**src/rtl/cpu_run_controller.sv**
```systemverilog
// cpu_run_controller: sequences the single-cycle LegV8 core with reset hold, run/pause, single-step, PC breakpoint and sticky halt
module cpu_run_controller #(
    parameter int PC_W       = 8,
    parameter int DIV        = 256,
    parameter int RST_CYCLES = 4,
    parameter int CNT_W      = 32
) (
    input  logic             clk_i,
    input  logic             rst_ni,
    input  logic             run_btn_i,
    input  logic             step_btn_i,
    input  logic             bp_en_i,
    input  logic [PC_W-1:0]  bp_pc_i,
    input  logic [PC_W-1:0]  pc_i,
    input  logic             halt_in_i,
    output logic             cpu_rst_o,
    output logic             cpu_ce_o,
    output logic [2:0]       state_o,
    output logic [CNT_W-1:0] instr_count_o,
    output logic             halted_o
);

    localparam int PSC_W = DIV > 1 ? $clog2(DIV) : 1;
    localparam int RC_W  = RST_CYCLES > 1 ? $clog2(RST_CYCLES) : 1;
    localparam logic [PSC_W-1:0] PSC_LAST = PSC_W'(DIV - 1);
    localparam logic [RC_W-1:0]  RC_LAST  = RC_W'(RST_CYCLES - 1);

    typedef enum logic [2:0] {
        INIT  = 3'd0,
        PAUSE = 3'd1,
        RUN   = 3'd2,
        STEP  = 3'd3,
        HALT  = 3'd4
    } state_e;

    state_e state_q, state_d;
    logic [1:0] run_sync_q, step_sync_q;
    logic run_prev_q, step_prev_q;
    logic run_ev, step_ev;
    logic [PSC_W-1:0] psc_q, psc_d;
    logic [RC_W-1:0] rcnt_q, rcnt_d;
    logic bp_skip_q, bp_skip_d;
    logic cpu_rst_q, cpu_rst_d;
    logic cpu_ce_q, cpu_ce_d;
    logic halted_q;
    logic [CNT_W-1:0] cnt_q, cnt_d;
    logic tick, bp_hit;

    // two-flop synchronizers plus the previous synchronized level for edge detection
    always_ff @(posedge clk_i or negedge rst_ni) begin
        if (!rst_ni) begin
            run_sync_q  <= '0;
            step_sync_q <= '0;
            run_prev_q  <= 1'b0;
            step_prev_q <= 1'b0;
        end else begin
            run_sync_q  <= {run_sync_q[0], run_btn_i};
            step_sync_q <= {step_sync_q[0], step_btn_i};
            run_prev_q  <= run_sync_q[1];
            step_prev_q <= step_sync_q[1];
        end
    end

    assign run_ev  = run_sync_q[1] & ~run_prev_q;
    assign step_ev = step_sync_q[1] & ~step_prev_q;
    assign tick    = psc_q == PSC_LAST;
    assign bp_hit  = bp_en_i && (pc_i == bp_pc_i) && !bp_skip_q;

    // next-state logic: every output is computed here and registered below
    always_comb begin
        state_d   = state_q;
        psc_d     = '0;
        rcnt_d    = rcnt_q;
        bp_skip_d = bp_skip_q;
        cpu_rst_d = 1'b0;
        cpu_ce_d  = 1'b0;
        case (state_q)
            INIT: begin
                cpu_rst_d = rcnt_q != RC_LAST;
                state_d   = rcnt_q == RC_LAST ? PAUSE : INIT;
                rcnt_d    = rcnt_q == RC_LAST ? rcnt_q : rcnt_q + 1'b1;
            end
            PAUSE: begin
                state_d   = run_ev ? RUN : step_ev ? STEP : PAUSE;
                bp_skip_d = run_ev ? 1'b1 : bp_skip_q;
            end
            RUN: begin
                psc_d = (tick || run_ev) ? '0 : psc_q + 1'b1;
                if (halt_in_i) begin
                    state_d = HALT;
                end else if (run_ev || (tick && bp_hit)) begin
                    state_d = PAUSE;
                end else if (tick) begin
                    cpu_ce_d  = 1'b1;
                    bp_skip_d = 1'b0;
                end
            end
            // the pulse is issued while still in STEP; the cycle after it returns to PAUSE
            STEP: begin
                state_d  = cpu_ce_q ? PAUSE : halt_in_i ? HALT : STEP;
                cpu_ce_d = !cpu_ce_q && !halt_in_i;
            end
            HALT: state_d = HALT;
            default: begin
                state_d   = INIT;
                cpu_rst_d = 1'b1;
            end
        endcase
        cnt_d = cnt_q + CNT_W'(cpu_ce_d);
    end

    // state and output registers
    always_ff @(posedge clk_i or negedge rst_ni) begin
        if (!rst_ni) begin
            state_q   <= INIT;
            psc_q     <= '0;
            rcnt_q    <= '0;
            bp_skip_q <= 1'b0;
            cpu_rst_q <= 1'b1;
            cpu_ce_q  <= 1'b0;
            cnt_q     <= '0;
            halted_q  <= 1'b0;
        end else begin
            state_q   <= state_d;
            psc_q     <= psc_d;
            rcnt_q    <= rcnt_d;
            bp_skip_q <= bp_skip_d;
            cpu_rst_q <= cpu_rst_d;
            cpu_ce_q  <= cpu_ce_d;
            cnt_q     <= cnt_d;
            halted_q  <= state_d == HALT;
        end
    end

    assign state_o       = state_q;
    assign cpu_rst_o     = cpu_rst_q;
    assign cpu_ce_o      = cpu_ce_q;
    assign instr_count_o = cnt_q;
    assign halted_o      = halted_q;

endmodule

```
**config.mk**
```make
export PLATFORM = sky130hd
export DESIGN_NAME = cpu_run_controller
export DESIGN_NICKNAME = d
export VERILOG_FILES = /design/src/rtl/cpu_run_controller.sv
export SDC_FILE = /design/constraint.sdc
export NUM_CORES = 1
export LEC_CHECK = 0
export CAP_MARGIN = 10
export CELL_PAD_IN_SITES_DETAIL_PLACEMENT = 2
export CELL_PAD_IN_SITES_GLOBAL_PLACEMENT = 2
export CORE_MARGIN = 2
export CORE_UTILIZATION = 32
export DETAILED_ROUTE_END_ITERATION = 12
export PLACE_DENSITY = 0.86
export SLEW_MARGIN = 20
export SYNTH_ARGS = -nofsm -noshare
export SYNTH_HDL_FRONTEND = slang
export SYNTH_SLANG_ARGS = --single-unit
```
**constraint.sdc**
```tcl
create_clock -name clk_i -period 3.4 [get_ports clk_i]
set_input_delay 0.68 -clock clk_i [delete_from_list [all_inputs] [get_ports clk_i]]
set_output_delay 0.68 -clock clk_i [all_outputs]
set_load 0.01 [all_outputs]
```
==> run summary <==
Period utilisation layout: 93.9%
Worst hold margin: 358 ps
Core footprint: 7690 um^2
Synthesized area: 2530 um^2
Layout Skew: 14.0 ps
Setup WS post-layout: 207 ps
Placed cell area: 3300 um^2
CTS tree: built
Fin cells: 394
IO Count: 60
Placed Cells: 386
GRT Resource Usage Total: 17.8%
CP endpoint kind: register
Post-CTS Hold Fix Bufs: 0
Crit path max fanout: 5
Synth Area in Adders: 1.98%
Clk buf depth: 2
Data arrival, critical path: 3420 ps
Endpoints failing setup: 0
I/O Buffers: 59
First-pass GRT wire length: 12100 um
Root buffer cell: clkbuf_8
Kind of critical path: in -> reg
Starting density of the core: 32.9%
Yosys reg bits: 55
Met2 routed WL: 3710 um
Synth Area in XOR/XNOR: 15.2%
Slew headroom: 55.7%
Unrepaired setup endpoints after global routing: false
Num CTS Buffers: 5
Share of layout cells above drive strength 1: 11.3%
Complex-gate fraction of the synthesized area: 4.40%
Die H: 92.9 um
Hold Path Depth: 0
Post-synthesis mux area share: 0.445%
M1 wire length: 3170 um
Antenna Violating Nets Remaining: 0
Full die area: 8640 um^2
GPL Wtd Cong: 0.753
Leakage: 1.44 nW
Met3 wire len: 274 um
Worst Path Required: 3630 ps
Hold Crit Class: reg -> reg
Synth Area in Simple Gates: 22.5%
NumNets Final: 317
Placement Setup Slack: -191 ps
Global route total overflow: 0
Final hold violations: 0
Worst path depth: 10
Peak supply drop: 0.188 mV
Status: finished, final reports clean
Async SR Flop Fraction: 100%
Routed wire per std cell: 18.3 um
Initial antenna violation count: 0
Design Area, Final: 3420 um^2
Final wirelength: 7220 um
Crit start category: primary input
Power Density: 445 nW/um^2
Clock sink count: 55
Worst-path clk slew: 110 ps
Clock Latency Late Sink: 310 ps
Seq/Total Area, Yosys: 54.4%
Max cap viols: 0
Ant. Diodes: 0
Htree depth: 2
Final min period: 3190 ps
Via count: 1990
Highest Signal Layer: met4
Syn Inst Count: 218
P&R area growth vs syn: 35.0%
Pwr Total: 1.52 mW
Commonest non-fill, non-tap cell in the layout: clkdlybuf4s50_1
Final slew viol count: 0
Buf/Inv on CP: 2
Largest net degree at the start of global routing: 29
Max stage delay on crit path: 440 ps
Crit-path cells: clkdlybuf4s50_1 > nor4b_1 > inv_1 > o31ai_2 > ha_1 > ha_1 > nand3_1 > nor4_4 > nand3_1 > xnor2_1
Initial DRT Pass Iterations: 2
FF-to-FF path depth: 10
Vias in the first global route: 2353
Number of DRC markers in iteration 0: 36
Number of synthesized flops with an enable pin: 0
Slew @ Worst Pin: 665 ps
Yosys warning total: 0
Die Wd: 92.9 um
HPWL after DPL: 5150 um
CP max-delay cell: nor4b_1
Maximum clock rate: 313 MHz
Largest delay contributor family on the critical path: simple AND/OR/NAND/NOR gates
Vias/cell: 5.05
Commonest cells after routing, fill and taps aside: 58 x clkdlybuf4s50_1, 54 x dfrtp_1, 35 x xnor2_1
Largest family of logic cells by synthesized area: simple AND/OR/NAND/NOR gates
Average cell area after synthesis: 11.6 um^2
Post-synthesis cell type count: 39
Mapped Nets: 244
Predominant post-synthesis flop cell: dfrtp_1
DR DRC count: 0
Row cnt: 32
-- layout make-up --
class | instances | area (um^2)
clock buffers | 7 | 96.3
repair buffers | 68 | 653
well taps | 102 | 128
flip-flops and latches | 55 | 1380
inverters | 5 | 18.8
clock inverters | 1 | 7.51
multi-input cells | 156 | 1140
fillers | 822 | 4270
-- what timing repair did --
| action | in CTS | in global routing |
|---|---|---|
| resized for setup | 0 | 2 |
| buffers inserted | 0 | 0 |
| setup endpoints to repair | 0 | 5 |
-- power breakdown --
| group | total [mW] | switching [mW] | internal [mW] |
|---|---|---|---|
| clock | 0.410 | 0.224 | 0.186 |
| combinational | 0.324 | 0.151 | 0.173 |
| sequential | 0.788 | 0.0745 | 0.714 |
-- cells in the mapped netlist, types with 3 or more instances --
master | instances | area share, %
dfrtp_1 | 54 | 53
xnor2_1 | 35 | 12
nand3_1 | 19 | 3.8
nand2_1 | 15 | 2.2
nor2_1 | 14 | 2.1
nand4_1 | 11 | 2.7
xor2_1 | 9 | 3.1
o21ai_0 | 7 | 1.4
and3_1 | 5 | 1.2
inv_1 | 5 | 0.74
ha_1 | 4 | 2.0
nand3b_1 | 3 | 0.89
nor4_2 | 3 | 1.5
-- registers in the layout (all words and copies together) (netlist names) --
register,cells
instr_count_o,32
psc_q,8
cpu_ce_o,1
run_prev_q,1
halted_o,1
cpu_rst_o,1
state_o,3
step_prev_q,1
run_sync_q,2
rcnt_q,2
step_sync_q,2
bp_skip_q,1
-- per-stage QoR --
step / util [%] / setup TNS, ps
after CTS: 44.3 / 0
final: 44.5 / 0
after floorplan: - / 0
after global routing: 44.5 / 0
after global placement: 43.0 / 0
after detailed placement: 43.0 / -1250
-- path summary, 6_finish.rpt --
path	startpoint	end	slack, ps
worst max-delay path	halt_in_i	instr_count_o[22]	210
worst min-delay path	run_sync_q[0]	run_sync_q[1]	360
worst max register to register	psc_q[0]	instr_count_o[22]	360
worst min register to register	run_sync_q[0]	run_sync_q[1]	360
max in group asynchronous	rst_ni	cpu_rst_o	2290
min in group asynchronous	rst_ni	instr_count_o[16]	380
-- per-layer routing --
layer | up-vias | GRT usage, %
met4 | 0 | 3.80
li1 | 905 | -
met5 | - | 0
met2 | 46 | 30.7
met3 | 6 | 3.42
met1 | 1033 | 23.3
-- cell families (layout without fill, tap and decap cells) --
| family | after synthesis | in the layout |
|---|---|---|
| AO/OA/AOI/OAI | 15 | 15 |
| XOR/XNOR | 44 | 44 |
| adder cells (fa/ha/maj) | 4 | 4 |
| buffers and inverters | 7 | 81 |
| flip-flops | 55 | 55 |
| multiplexers | 1 | 1 |
| AND/OR/NAND/NOR | 92 | 92 |
Power figures use the tool's default switching activity.
==> variant: new RTL, same flow settings <==
`DIV`: 256 -> 512.
--- a/src/rtl/cpu_run_controller.sv
+++ b/src/rtl/cpu_run_controller.sv
@@ -1,7 +1,7 @@
 // cpu_run_controller: sequences the single-cycle LegV8 core with reset hold, run/pause, single-step, PC breakpoint and sticky halt
 module cpu_run_controller #(
     parameter int PC_W       = 8,
-    parameter int DIV        = 256,
+    parameter int DIV        = 512,
     parameter int RST_CYCLES = 4,
     parameter int CNT_W      = 32
 ) (
Check against the original RTL: same outputs for any inputs over 10 cycles, from zero or initial values and one cycle with rst_ni low; that may be too few to reach the edited logic, so the function may still have changed.
==> variant against the original RTL <==
  * Fmax grew 4.8%
  * Design area shrank 0.59%
  * Setup slack gained 150 ps
  * Routed wire length shrank 7.5%
  * Sequential cell count grew 1
  * First-iteration DRC count grew 67%
  * Count of clock-buffer cells in the layout shrank 2
  * Area after synthesis grew 0.15%
  * Combinational power grew 2%
  * Total power grew 6.2%
  * Critical path type is now flip-flop to flip-flop
  * Largest power group unchanged
  * Highest routed layer unchanged
==> variant: results (changes against the original RTL) <==
async_flop_share_pct: 100  # unchanged
fillers: 800  # -2.7%
p_comb_share_pct: 20.4  # -0.9 points
fin_skew_ps: 13.3  # -0.665 ps
cts_buffer_depth: 2  # unchanged
routedWlPerCell_um: 17.2  # -6.0%
grt_usage_pct: 16.9  # -0.94 points
post_cts_buffers: 0  # unchanged
grt_max_degree: 57  # +97%
place_hpwl_mm: 4.85  # -5.8%
seq_share_pct: 41.3  # +0.97 points
drtIter0Drc: 60  # +67%
gp_congestion: 0.737  # -2.0%
synthTopCellsByArea: "dfrtp_1 (54%), xnor2_1 (13%), nand4_1 (3.7%)"
drt-pass1-iter-count: 4  # +2
synth_nets: 244  # unchanged
drive_gt1_share_pct: 7.69  # -3.6 points
synth_commonest_cells: "dfrtp_1 (55), xnor2_1 (38), nand2_1 (18), nand4_1 (15), nor2_1 (13)"
grt_pass1_vias: 2188  # -7.0%
pwr-share-clk_pct: 29.4  # +2.5 points
viasPerCell: 4.92  # -2.6%
inv_count: 5  # unchanged
status: "finished clean"
crit_path_top_delay_cell: "dfrtp_1"
n_all_buffers: 64  # -5.9%
layout.nets: 312  # -1.6%
peakVddDrop_uv: 196  # +4.1%
path_max_fanout: 4  # -1
clock_sinks: 56  # +1.8%
largest_reg_flops: 32  # unchanged
worst_pin_slew_ps: 723  # +57.8 ps
arrival_ps: 3260  # -160 ps
grt_pass1_wl_mm: 11.4  # -6.1%
insertion_delay_ps: 330  # +20 ps
p_leak_nw: 1.44  # +0.20%
dominant_cells: "sequential cells"
numPortBuffers: 59  # unchanged
p_int_mw: 1.15  # +7.1%
place_ws_ps: 0.814  # +192 ps
buf_share_pct: 18.3  # -0.77 points
multi_input_area_sq_um: 1110  # -2.6%
synth_cell_types: 37  # -5.1%
clk_share_pct: 3.50  # +0.46 points
ys_seq_area_share_pct: 55.3  # +0.91 points
num-multi-input-gates: 153  # -1.9%
-- variant: cell types whose count changed after synthesis, sizes merged, moves of 3 or more --
cell,delta
nand3,-10
xnor2,+3
o21ai,-3
nand4,+3
nand2,+3
-- variant: routing by layer --
metal  global-route usage, %  up-vias  share of wire, %
met5                       0        -                 0
met1                    21.2      963                43
met2                    28.7       50                51
li1                        -      890                 -
met3                    4.67        5               4.7
met4                    4.41        0               1.1
-- variant: final timing paths --
check,cells after the start,to,slack [ps],startpoint
max,13,instr_count_o[10],350,psc_q[0]
min,0,run_sync_q[1],360,run_sync_q[0]
max reg2reg,13,instr_count_o[10],350,psc_q[0]
max in group asynchronous,2,psc_q[6],2440,rst_ni
min reg2reg,0,run_sync_q[1],360,run_sync_q[0]
min in group asynchronous,2,instr_count_o[31],480,rst_ni
-- variant: metrics by stage --
stage	total power [mW]	cells	cell area, sq um
2_1_floorplan	0.981	217	2530
3_3_place_gp	1.14	380	3270
3_5_place_dp	1.16	380	3270
4_1_cts	1.64	388	3390
5_1_grt	1.71	388	3400
6_report	1.62	388	3400
-- variant: worst register-to-register path: stages (launching register included) --
cell      delay (ps)
dfrtp_1          440
ha_1             220
nand3_1          180
nor3_1           220
ha_1             230
nand4b_1         130
nor4_2           380
o21ai_0          200
ha_1             250
ha_1             210
buf_4            150
nand4_1          130
nor2_1            80
xor2_1           140
-- variant: logic make-up after synthesis --
kind of cell,Yosys count,synth area share (%)
multiplexers,1,0.444
flip-flops,56,55.3
AO/OA/AOI/OAI,12,3.16
adder cells (fa/ha/maj),5,2.47
AND/OR/NAND/NOR,90,21.8
XOR/XNOR,45,15.5
buffers and inverters,8,1.23
